--- src/rtl/rv64_wb_sched_if.sv ---
// Bundle of the issue, write-back and register-file signals of the
// write-back scheduler. The master side is the pipeline around the scheduler.
// The slave side is the scheduler itself.
interface rv64_wb_sched_if #(
   parameter int XLEN          = 64,
   parameter int REG_ADDRWIDTH = 5,
   parameter int REG_NUM       = 32
);
   // issue stage
   logic                     iss_valid;
   logic [REG_ADDRWIDTH-1:0] iss_rs1_idx;
   logic [REG_ADDRWIDTH-1:0] iss_rs2_idx;
   logic                     iss_use_rs1;
   logic                     iss_use_rs2;
   logic [REG_ADDRWIDTH-1:0] iss_rd;
   logic                     iss_rd_wen;
   logic                     iss_ready;

   // execute-unit write-back
   logic                     exu_valid;
   logic [REG_ADDRWIDTH-1:0] exu_rd;
   logic [XLEN-1:0]          exu_data;
   logic                     exu_ready;

   // load/store-unit write-back
   logic                     lsu_valid;
   logic [REG_ADDRWIDTH-1:0] lsu_rd;
   logic [XLEN-1:0]          lsu_data;
   logic                     lsu_ready;

   // register-file write port
   logic                     rf_wen;
   logic [REG_ADDRWIDTH-1:0] rf_waddr;
   logic [XLEN-1:0]          rf_wdata;

   // bypass, scoreboard view and error flag
   logic                     fwd_rs1_hit;
   logic                     fwd_rs2_hit;
   logic [XLEN-1:0]          fwd_data;
   logic [REG_NUM-1:0]       busy_vec;
   logic                     sb_err;

   modport master (
      output iss_valid, iss_rs1_idx, iss_rs2_idx, iss_use_rs1, iss_use_rs2,
             iss_rd, iss_rd_wen,
      input  iss_ready,
      output exu_valid, exu_rd, exu_data,
      input  exu_ready,
      output lsu_valid, lsu_rd, lsu_data,
      input  lsu_ready,
      input  rf_wen, rf_waddr, rf_wdata,
      input  fwd_rs1_hit, fwd_rs2_hit, fwd_data, busy_vec, sb_err
   );

   modport slave (
      input  iss_valid, iss_rs1_idx, iss_rs2_idx, iss_use_rs1, iss_use_rs2,
             iss_rd, iss_rd_wen,
      output iss_ready,
      input  exu_valid, exu_rd, exu_data,
      output exu_ready,
      input  lsu_valid, lsu_rd, lsu_data,
      output lsu_ready,
      output rf_wen, rf_waddr, rf_wdata,
      output fwd_rs1_hit, fwd_rs2_hit, fwd_data, busy_vec, sb_err
   );
endinterface

--- src/rtl/rv64_wb_sched.sv ---
// Write-back scheduler and scoreboard for the RV64 integer register file.
// The EXU and the LSU share one register-file write port. LSU has priority
// unless the EXU has been blocked STARVE_MAX cycles in a row. A 32-entry busy
// scoreboard stalls issue on RAW/WAW hazards. Same-cycle write data is
// forwarded to issue, because the register file returns the old value during
// a write.
module rv64_wb_sched #(
   parameter int XLEN          = 64,
   parameter int REG_ADDRWIDTH = 5,
   parameter int REG_NUM       = 32,
   parameter int STARVE_MAX    = 4
) (
   input  logic               clk,
   input  logic               rst,
   rv64_wb_sched_if.slave     bus
);

   // Sequential state
   logic [3:0]         starve_cnt_q, starve_cnt_d;
   logic [REG_NUM-1:0] busy_q,       busy_d;
   logic               sb_err_q,     sb_err_d;

   // Arbitration and write-port signals
   logic                     starve_hit;
   logic                     exu_grant;
   logic                     lsu_grant;
   logic                     wb_grant;
   logic                     wb_wen;
   logic [REG_ADDRWIDTH-1:0] wb_rd;
   logic [XLEN-1:0]          wb_data;

   // Issue-side signals
   logic rs1_hit;
   logic rs2_hit;
   logic rs1_haz;
   logic rs2_haz;
   logic waw_haz;
   logic iss_ready_int;
   logic iss_fire;

   assign starve_hit = (starve_cnt_q == 4'(STARVE_MAX));

   // Arbitrate between EXU and LSU and drive the shared write port
   always_comb begin
      // NOTE: every output of this block gets a value before any branch, so
      // no path can leave one unassigned and infer a latch.
      exu_grant = 1'b0;
      lsu_grant = 1'b0;
      wb_rd     = '0;
      wb_data   = '0;
      if (!rst) begin
         exu_grant = bus.exu_valid & (~bus.lsu_valid | starve_hit);
         lsu_grant = bus.lsu_valid & ~exu_grant;
      end
      if (exu_grant) begin
         wb_rd   = bus.exu_rd;
         wb_data = bus.exu_data;
      end else if (lsu_grant) begin
         wb_rd   = bus.lsu_rd;
         wb_data = bus.lsu_data;
      end
      wb_grant = exu_grant | lsu_grant;
      // x0 writes complete their handshake but never reach the register file
      wb_wen   = wb_grant & (wb_rd != '0);
   end

   // Forwarding and hazard detection for the instruction at issue
   always_comb begin
      rs1_hit = bus.iss_use_rs1 & wb_wen & (wb_rd == bus.iss_rs1_idx);
      rs2_hit = bus.iss_use_rs2 & wb_wen & (wb_rd == bus.iss_rs2_idx);
      rs1_haz = bus.iss_use_rs1 & busy_q[bus.iss_rs1_idx] & ~rs1_hit;
      rs2_haz = bus.iss_use_rs2 & busy_q[bus.iss_rs2_idx] & ~rs2_hit;
      // A pending rd that is written back this cycle is free at the edge
      waw_haz = bus.iss_rd_wen & busy_q[bus.iss_rd]
              & ~(wb_wen & (wb_rd == bus.iss_rd));
      iss_ready_int = ~rst & ~(rs1_haz | rs2_haz | waw_haz);
      iss_fire      = bus.iss_valid & iss_ready_int;
   end

   // Next-state for the starvation counter, scoreboard and error flag
   always_comb begin
      starve_cnt_d = starve_cnt_q;
      busy_d       = busy_q;
      sb_err_d     = sb_err_q;

      if (!bus.exu_valid || exu_grant) begin
         starve_cnt_d = '0;
      end else if (!starve_hit) begin
         starve_cnt_d = starve_cnt_q + 4'd1;
      end

      if (wb_wen) begin
         if (!busy_q[wb_rd]) begin
            sb_err_d = 1'b1;
         end
         busy_d[wb_rd] = 1'b0;
      end

      // Set after clear so a re-issue to the same rd keeps it busy
      if (iss_fire && bus.iss_rd_wen && (bus.iss_rd != '0)) begin
         busy_d[bus.iss_rd] = 1'b1;
      end

      busy_d[0] = 1'b0;
   end

   // State registers with synchronous reset
   always_ff @(posedge clk) begin
      // NOTE: sequential state uses non-blocking assignments so every flop
      // samples its d input from before the edge, whatever the block order.
      if (rst) begin
         starve_cnt_q <= '0;
         busy_q       <= '0;
         sb_err_q     <= 1'b0;
      end else begin
         starve_cnt_q <= starve_cnt_d;
         busy_q       <= busy_d;
         sb_err_q     <= sb_err_d;
      end
   end

   // Outputs are forced to zero while reset is held, including registered ones
   assign bus.iss_ready   = iss_ready_int;
   assign bus.exu_ready   = exu_grant;
   assign bus.lsu_ready   = lsu_grant;
   assign bus.rf_wen      = wb_wen;
   assign bus.rf_waddr    = wb_rd;
   assign bus.rf_wdata    = wb_data;
   assign bus.fwd_rs1_hit = rs1_hit;
   assign bus.fwd_rs2_hit = rs2_hit;
   assign bus.fwd_data    = wb_data;
   assign bus.busy_vec    = rst ? '0 : busy_q;
   assign bus.sb_err      = sb_err_q & ~rst;

endmodule

--- src/flat_wrapper.sv ---
// flat-port wrapper written by rule: the top's interface ports become plain ports
module rv64_wb_sched_flat 
#(
   parameter int XLEN          = 64,
   parameter int REG_ADDRWIDTH = 5,
   parameter int REG_NUM       = 32,
   parameter int STARVE_MAX    = 4
)
  (clk, rst, bus_iss_valid, bus_iss_rs1_idx, bus_iss_rs2_idx, bus_iss_use_rs1, bus_iss_use_rs2, bus_iss_rd, bus_iss_rd_wen, bus_iss_ready, bus_exu_valid, bus_exu_rd, bus_exu_data, bus_exu_ready, bus_lsu_valid, bus_lsu_rd, bus_lsu_data, bus_lsu_ready, bus_rf_wen, bus_rf_waddr, bus_rf_wdata, bus_fwd_rs1_hit, bus_fwd_rs2_hit, bus_fwd_data, bus_busy_vec, bus_sb_err);
  rv64_wb_sched_if #(.XLEN(XLEN), .REG_ADDRWIDTH(REG_ADDRWIDTH), .REG_NUM(REG_NUM)) bus_i ();
  input  logic clk;
  input  logic rst;
  input wire logic [$bits(bus_i.iss_valid)-1:0] bus_iss_valid;
  input wire logic [$bits(bus_i.iss_rs1_idx)-1:0] bus_iss_rs1_idx;
  input wire logic [$bits(bus_i.iss_rs2_idx)-1:0] bus_iss_rs2_idx;
  input wire logic [$bits(bus_i.iss_use_rs1)-1:0] bus_iss_use_rs1;
  input wire logic [$bits(bus_i.iss_use_rs2)-1:0] bus_iss_use_rs2;
  input wire logic [$bits(bus_i.iss_rd)-1:0] bus_iss_rd;
  input wire logic [$bits(bus_i.iss_rd_wen)-1:0] bus_iss_rd_wen;
  output wire logic [$bits(bus_i.iss_ready)-1:0] bus_iss_ready;
  input wire logic [$bits(bus_i.exu_valid)-1:0] bus_exu_valid;
  input wire logic [$bits(bus_i.exu_rd)-1:0] bus_exu_rd;
  input wire logic [$bits(bus_i.exu_data)-1:0] bus_exu_data;
  output wire logic [$bits(bus_i.exu_ready)-1:0] bus_exu_ready;
  input wire logic [$bits(bus_i.lsu_valid)-1:0] bus_lsu_valid;
  input wire logic [$bits(bus_i.lsu_rd)-1:0] bus_lsu_rd;
  input wire logic [$bits(bus_i.lsu_data)-1:0] bus_lsu_data;
  output wire logic [$bits(bus_i.lsu_ready)-1:0] bus_lsu_ready;
  output wire logic [$bits(bus_i.rf_wen)-1:0] bus_rf_wen;
  output wire logic [$bits(bus_i.rf_waddr)-1:0] bus_rf_waddr;
  output wire logic [$bits(bus_i.rf_wdata)-1:0] bus_rf_wdata;
  output wire logic [$bits(bus_i.fwd_rs1_hit)-1:0] bus_fwd_rs1_hit;
  output wire logic [$bits(bus_i.fwd_rs2_hit)-1:0] bus_fwd_rs2_hit;
  output wire logic [$bits(bus_i.fwd_data)-1:0] bus_fwd_data;
  output wire logic [$bits(bus_i.busy_vec)-1:0] bus_busy_vec;
  output wire logic [$bits(bus_i.sb_err)-1:0] bus_sb_err;
  assign bus_i.iss_valid = bus_iss_valid;
  assign bus_i.iss_rs1_idx = bus_iss_rs1_idx;
  assign bus_i.iss_rs2_idx = bus_iss_rs2_idx;
  assign bus_i.iss_use_rs1 = bus_iss_use_rs1;
  assign bus_i.iss_use_rs2 = bus_iss_use_rs2;
  assign bus_i.iss_rd = bus_iss_rd;
  assign bus_i.iss_rd_wen = bus_iss_rd_wen;
  assign bus_iss_ready = bus_i.iss_ready;
  assign bus_i.exu_valid = bus_exu_valid;
  assign bus_i.exu_rd = bus_exu_rd;
  assign bus_i.exu_data = bus_exu_data;
  assign bus_exu_ready = bus_i.exu_ready;
  assign bus_i.lsu_valid = bus_lsu_valid;
  assign bus_i.lsu_rd = bus_lsu_rd;
  assign bus_i.lsu_data = bus_lsu_data;
  assign bus_lsu_ready = bus_i.lsu_ready;
  assign bus_rf_wen = bus_i.rf_wen;
  assign bus_rf_waddr = bus_i.rf_waddr;
  assign bus_rf_wdata = bus_i.rf_wdata;
  assign bus_fwd_rs1_hit = bus_i.fwd_rs1_hit;
  assign bus_fwd_rs2_hit = bus_i.fwd_rs2_hit;
  assign bus_fwd_data = bus_i.fwd_data;
  assign bus_busy_vec = bus_i.busy_vec;
  assign bus_sb_err = bus_i.sb_err;
  rv64_wb_sched #(.XLEN(XLEN), .REG_ADDRWIDTH(REG_ADDRWIDTH), .REG_NUM(REG_NUM), .STARVE_MAX(STARVE_MAX)) u_core (.clk(clk), .rst(rst), .bus(bus_i));
endmodule
--- config.mk ---
export PLATFORM = sky130hd
export DESIGN_NAME = rv64_wb_sched_flat
export DESIGN_NICKNAME = d
export VERILOG_FILES = /design/src/rtl/rv64_wb_sched_if.sv /design/src/rtl/rv64_wb_sched.sv /design/src/flat_wrapper.sv
export SDC_FILE = /design/constraint.sdc
export NUM_CORES = 1
export LEC_CHECK = 0
export CORE_MARGIN = 8
export CORE_UTILIZATION = 32
export CTS_BUF_LIST = sky130_fd_sc_hd__clkbuf_4 sky130_fd_sc_hd__clkbuf_8 sky130_fd_sc_hd__clkbuf_16
export DETAILED_ROUTE_END_ITERATION = 16
export GPL_ROUTABILITY_DRIVEN = 0
export PLACE_DENSITY_LB_ADDON = 0.3
export SLEW_MARGIN = 15
export SYNTH_ARGS = -nofsm -noshare
export SYNTH_HDL_FRONTEND = slang
export SYNTH_SLANG_ARGS = --single-unit
--- constraint.sdc ---
create_clock -name clk -period 3 [get_ports clk]
set_clock_uncertainty 0.05 [all_clocks]
set_input_delay 0.45 -clock clk [delete_from_list [all_inputs] [get_ports clk]]
set_output_delay 0.45 -clock clk [all_outputs]
set_load 0.02 [all_outputs]
-- Word-level counts from Yosys, hierarchy flattened
Index checks and enable logic that the tools add are counted.
- output and inout bits: 172
- bits of input ports: 161
- register bits: 37
- $add $sub $neg: 1
- muxes and demuxes: 21
- order comparisons: 6
- equality and inequality tests: 4
- reduce and logical (&&, ||, !) cells: 10
- bitwise gates (word level): 32
- operator list (kind ; count):
    2-to-1 mux 64 bit ; 2
    2-to-1 mux 32 bit ; 3
    AND 32 bit ; 1
    inverter 32 bit ; 1
    OR 32 bit ; 1
    less-than comparator 5 x 6 -> 1 bit, second input constant ; 4
    binary-select mux 1 bit (select 5 bit) ; 4
    AND 1 bit ; 17
    == test 5 bit ; 3
    demux 1 bit (select 5 bit) ; 2
    >= comparator 5 x 1 -> 1 bit, second input constant ; 2
    2-to-1 mux 5 bit ; 2
    nonzero test 5 bit ; 2
    2-to-1 mux 1 bit ; 8
    inverter 1 bit ; 8
    adder 4 x 1 -> 4 bit, second input constant ; 1
    == test 4 x 3 -> 1 bit, second input constant ; 1
    logical AND 1 bit ; 4
    OR 1 bit ; 4
    AND reduction 2 bit ; 1
    OR reduction 2 bit ; 1
    logical NOT 1 bit ; 1
    logical OR 1 bit ; 1

-- Depth between registers and ports, before layout
- word-level depth: 22
- depth in mapped cells: 12

-- Worst setup path after synthesis
No wires, ideal clock.
- path kind: register to output
- start: reg u_core.starve_cnt_q[0]
- end: out bus_iss_ready
- stages on the path, launching flop included: 12
- data arrival time: 2.914 ns
- setup slack: -0.414 ns
- buffers on the path: 2
- data required time: 2.500 ns
- cell sequence: dfxtp_1 > inv_1 > ha_1 > and4b_4 > or4b_4 > a21boi_1 > a2bb2o_4 > a2111oi_4 > nor2_2 > buf_6 > buf_6 > nor3_1
- longest elaborated chain between the ends: 18
- elaborated cells between the ends (all ways): 30
- classes of those cells: eq/ne (4); mux (4); bitwise (21); reduce/logical (1)
- RTL lines (item ; line ; RTL):
    start, declared ; rv64_wb_sched.sv:19 ; logic [3:0] starve_cnt_q, starve_cnt_d;
    start signal, assigned ; rv64_wb_sched.sv:116 ; starve_cnt_q <= starve_cnt_d;
    == test 4 x 3 -> 1 bit (*) ; rv64_wb_sched.sv:41 ; assign starve_hit = (starve_cnt_q == 4'(STARVE_MAX));
    OR 1 bit (*) ; rv64_wb_sched.sv:52 ; exu_grant = bus.exu_valid & (~bus.lsu_valid | starve_hit);
    AND 1 bit (*) ; rv64_wb_sched.sv:52 ;
    inverter 1 bit ; rv64_wb_sched.sv:53 ; lsu_grant = bus.lsu_valid & ~exu_grant;
    AND 1 bit ; rv64_wb_sched.sv:53 ;
    2-to-1 mux 1 bit ; rv64_wb_sched.sv:51 ; if (!rst) begin
    2-to-1 mux 5 bit ; rv64_wb_sched.sv:58 ; end else if (lsu_grant) begin
    2-to-1 mux 5 bit ; rv64_wb_sched.sv:55 ; if (exu_grant) begin
    nonzero test 5 bit ; rv64_wb_sched.sv:64 ; wb_wen = wb_grant & (wb_rd != '0);
    AND 1 bit ; rv64_wb_sched.sv:64 ;
    AND 1 bit, on equally long branches (2 in series) ; rv64_wb_sched.sv:69, rv64_wb_sched.sv:70 ;
    inverter 1 bit, on equally long branches ; rv64_wb_sched.sv:71, rv64_wb_sched.sv:72 ;
    AND 1 bit, on equally long branches ; rv64_wb_sched.sv:71, rv64_wb_sched.sv:72 ;
    OR 1 bit ; rv64_wb_sched.sv:76 ; iss_ready_int = ~rst & ~(rs1_haz | rs2_haz | waw_haz);
    OR 1 bit (*) ; rv64_wb_sched.sv:76 ;
    inverter 1 bit (*) ; rv64_wb_sched.sv:76 ;
    AND 1 bit (*) ; rv64_wb_sched.sv:76 ;
    end, declared ; flat_wrapper.sv:20 ; output wire logic [$bits(bus_i.iss_ready)-1:0] bus_iss_ready;
Mark *: on every way between the ends. The rest lies on a longest branch, timed or not.

-- Final worst setup path
- start: reg u_core.starve_cnt_q[1]
- end: out bus_iss_ready
Same word-level chain as after synthesis.

==> reports/metrics.csv <==
metric,value,unit
outcome,finished with violations,
violations,negative setup slack,
clockRootBuffer,clkbuf_16,
num_rows,43,
min_path_type,reg -> reg,
synth_fp_nets,716,
synth_edf_count,0,
p_clk_share,24.0,%
area_growth,89.3,%
worst_slew_pin_slew,0.725,ns
final_area,8610,um^2
drt-total-wl,28900,um
slew_viol_final,0,
cts_made_buffers,5,
first_global_vias,6349,
setup_ws,-0.341,ns
cap_violations,0,
final.min_clock_period,3.34,ns
syn_avg_cell_area,8.22,um^2
antenna_found_initial,5,
numClockSinks,36,
first_pass_iters,5,
p_per_area,232,nW/um^2
power_frac_seq,24.5,%
drive_above_1_share,26.2,%
cts_tree,built,
setup_viol,3,
yosysWarnings,0,
overflow,0,
switching_share,35.3,%
fmax,0.299,GHz
nets,1074,
synth_commonest_cells,"a22o_1 (66), buf_4 (65), o21ai_0 (42)",
synth_seq_area_share,15.9,%
yosys.area.top_type_share,15.9,%
end_kind,output pin,
synth_cell_type_count,62,
die_area,18300,um^2
die_x,135,um
cp.required,2.50,ns
clock_latency,0.28,ns
yosys-top-cells-area,"dfxtp_1 (16%), a22o_1 (13%), mux4_2 (11%)",
vias_per_cell,5.76,
port_buffers,331,
clockBufferDepth,2,
cts_max_level,2,
netlist_area,4550,um^2
start_util,32.8,%
core,13900,um^2
synth.most_common_cell,a22o_1,
grt_max_degree,68,
drt_iter0_markers,730,
p_int,1.29,mW
rsz0062_at_grt,yes,
dpl_cell_area,8360,um^2
ys.flop_type,dfxtp_1,
yosysTopAreaCell,dfxtp_1,
syn-instance-count,553,
arrival,2.84,ns
dp_hpwl,23900,um
finalCritPeriodShare,111,%
ctsHoldBuffers,0,
die_h,135,um
ios,333,
crit_type,reg -> out,
worstSetupStartpointType,flip-flop,
synth_seq_cells,36,
ys_async_sr_fraction,0,%
hold_slack,0.461,ns
crit_fanout,4,
path_clk_slew,0.05,ns
num_vias,6298,
avgRoutedWirePerCell,26.4,um
drc_errors,0,
antenna_left,0,
hold_violations,0,
crit_slowest_cell,or3_4,
path_cells,"inv_2, ha_4, and4b_4, or3_4, o22a_1, a211o_1, a2111oi_4, nor2_2, nor3_4, buf_6",
p_sw,0.706,mW
slew_headroom,51.5,%
grt_first_pass_wirelength,41600,um
grt_usage,29.8,%
combPwrFrac,51.5,%
ir_worst_vdd,197,uV
slowest_delay,0.41,ns
p_leak,3.87,nW
[through the flow]
stage	std cells	util [%]	TNS [ns]	setup slack, ns	total power [mW]
CTS	1084	61.4	-0.404	-0.368	1.99
floorplan	553	-	-0.117	-0.117	0.970
finish	1093	62.0	-0.432	-0.341	2.00
global route	1093	62.0	-0.697	-0.429	2.06
detailed placement	1074	60.2	-65.74	-0.896	1.55
global placement	1074	60.2	-57.42	-0.830	1.54
[flip-flops by register name, summed over array words and instances (netlist names)]
register             cells
u_core.busy_q           31
u_core.starve_cnt_q      4
u_core.sb_err_q          1
[critical path, delay by kind of cell (launching register included)]
kind,cells,cell delay [ns]
simple gates,4,0.95
fa+ha+maj,1,0.15
flops,1,0.33
buf+inv,2,0.21
compound gates,3,0.92
[cell families (layout without fill, tap and decap cells)]
kind of cell	count (synthesis)	after routing	share of synthesized area [%]
AOI/OAI and AO/OA	185	185	31.8
xor gates and xnor gates	7	7	1.35
buffers and inverters	122	478	16.0
adders and majority gates	2	2	0.550
DFF	36	36	15.9
muxes	34	34	13.9
other	1	5	0.0825
and+or+nand+nor	166	166	20.4
[cell usage in the layout, fill, tap and decap left out, types with 4 or more instances in the layout]
| cell type | count |
|---|---|
| a22oi_1 | 4 |
| nand2b_1 | 4 |
| mux4_2 | 23 |
| o31ai_1 | 18 |
| a22o_1 | 65 |
| buf_6 | 5 |
| nor2b_1 | 34 |
| inv_2 | 6 |
| o31ai_2 | 10 |
| dfxtp_1 | 34 |
| buf_12 | 9 |
| clkdlybuf4s50_1 | 190 |
| a21oi_1 | 7 |
| nor2_1 | 15 |
| mux2i_1 | 7 |
| a211oi_1 | 6 |
| nand3_1 | 36 |
| nor3b_1 | 8 |
| o21ai_0 | 40 |
| diode_2 | 4 |
| or3_1 | 6 |
| clkbuf_16 | 5 |
| inv_1 | 7 |
| buf_4 | 141 |
| xnor2_1 | 5 |
| nor2_2 | 4 |
| nand2_1 | 32 |
| dlygate4sd2_1 | 105 |
[power groups by stage]
stage | clock [mW] | combinational [mW] | sequential, mW
2_1_floorplan | 0 | 0.472 | 0.498
3_3_place_gp | 0 | 1.04 | 0.499
3_5_place_dp | 0 | 1.05 | 0.499
4_1_cts | 0.482 | 1.02 | 0.489
5_1_grt | 0.496 | 1.08 | 0.490
6_report | 0.479 | 1.03 | 0.490
[layer usage]
layer / routed length, um / share of wire [%] / GRT usage (%) / vias to the layer above
met5: 12 / 0.042 / 0 / -
met4: 989 / 3.4 / 11.0 / 2
met3: 2870 / 9.9 / 7.38 / 67
met2: 14400 / 50 / 51.7 / 411
met1: 10600 / 37 / 34.6 / 3047
li1: - / - / - / 2771
[layout make-up]
class / instances / area (um^2)
Sequential cell: 36 / 723
Fill cell: 1261 / 5270
Tap cell: 180 / 225
Antenna cell: 4 / 10.0
Multi-Input combinational cell: 395 / 3230
Timing Repair Buffer: 459 / 4240
Inverter: 14 / 52.6
Clock buffer: 5 / 125
[final timing paths]
check             slack, ns  cells after the start              startpoint                endpoint
hold / removal         0.46                      2  u_core.starve_cnt_q[0]  u_core.starve_cnt_q[0]
setup / recovery      -0.34                     10  u_core.starve_cnt_q[1]           bus_iss_ready
hold reg to reg        0.46                      2  u_core.starve_cnt_q[0]  u_core.starve_cnt_q[0]
setup reg to reg       0.11                     12  u_core.starve_cnt_q[1]       u_core.busy_q[31]
[what timing repair did]
action | in CTS | in global routing
gates resized for setup | 154 | 16
cloned | 1 | 0
pin swaps | 11 | 9
setup buffers | 4 | 6
setup endpoints to repair | 150 | 38
Power figures use the tool's default switching activity.
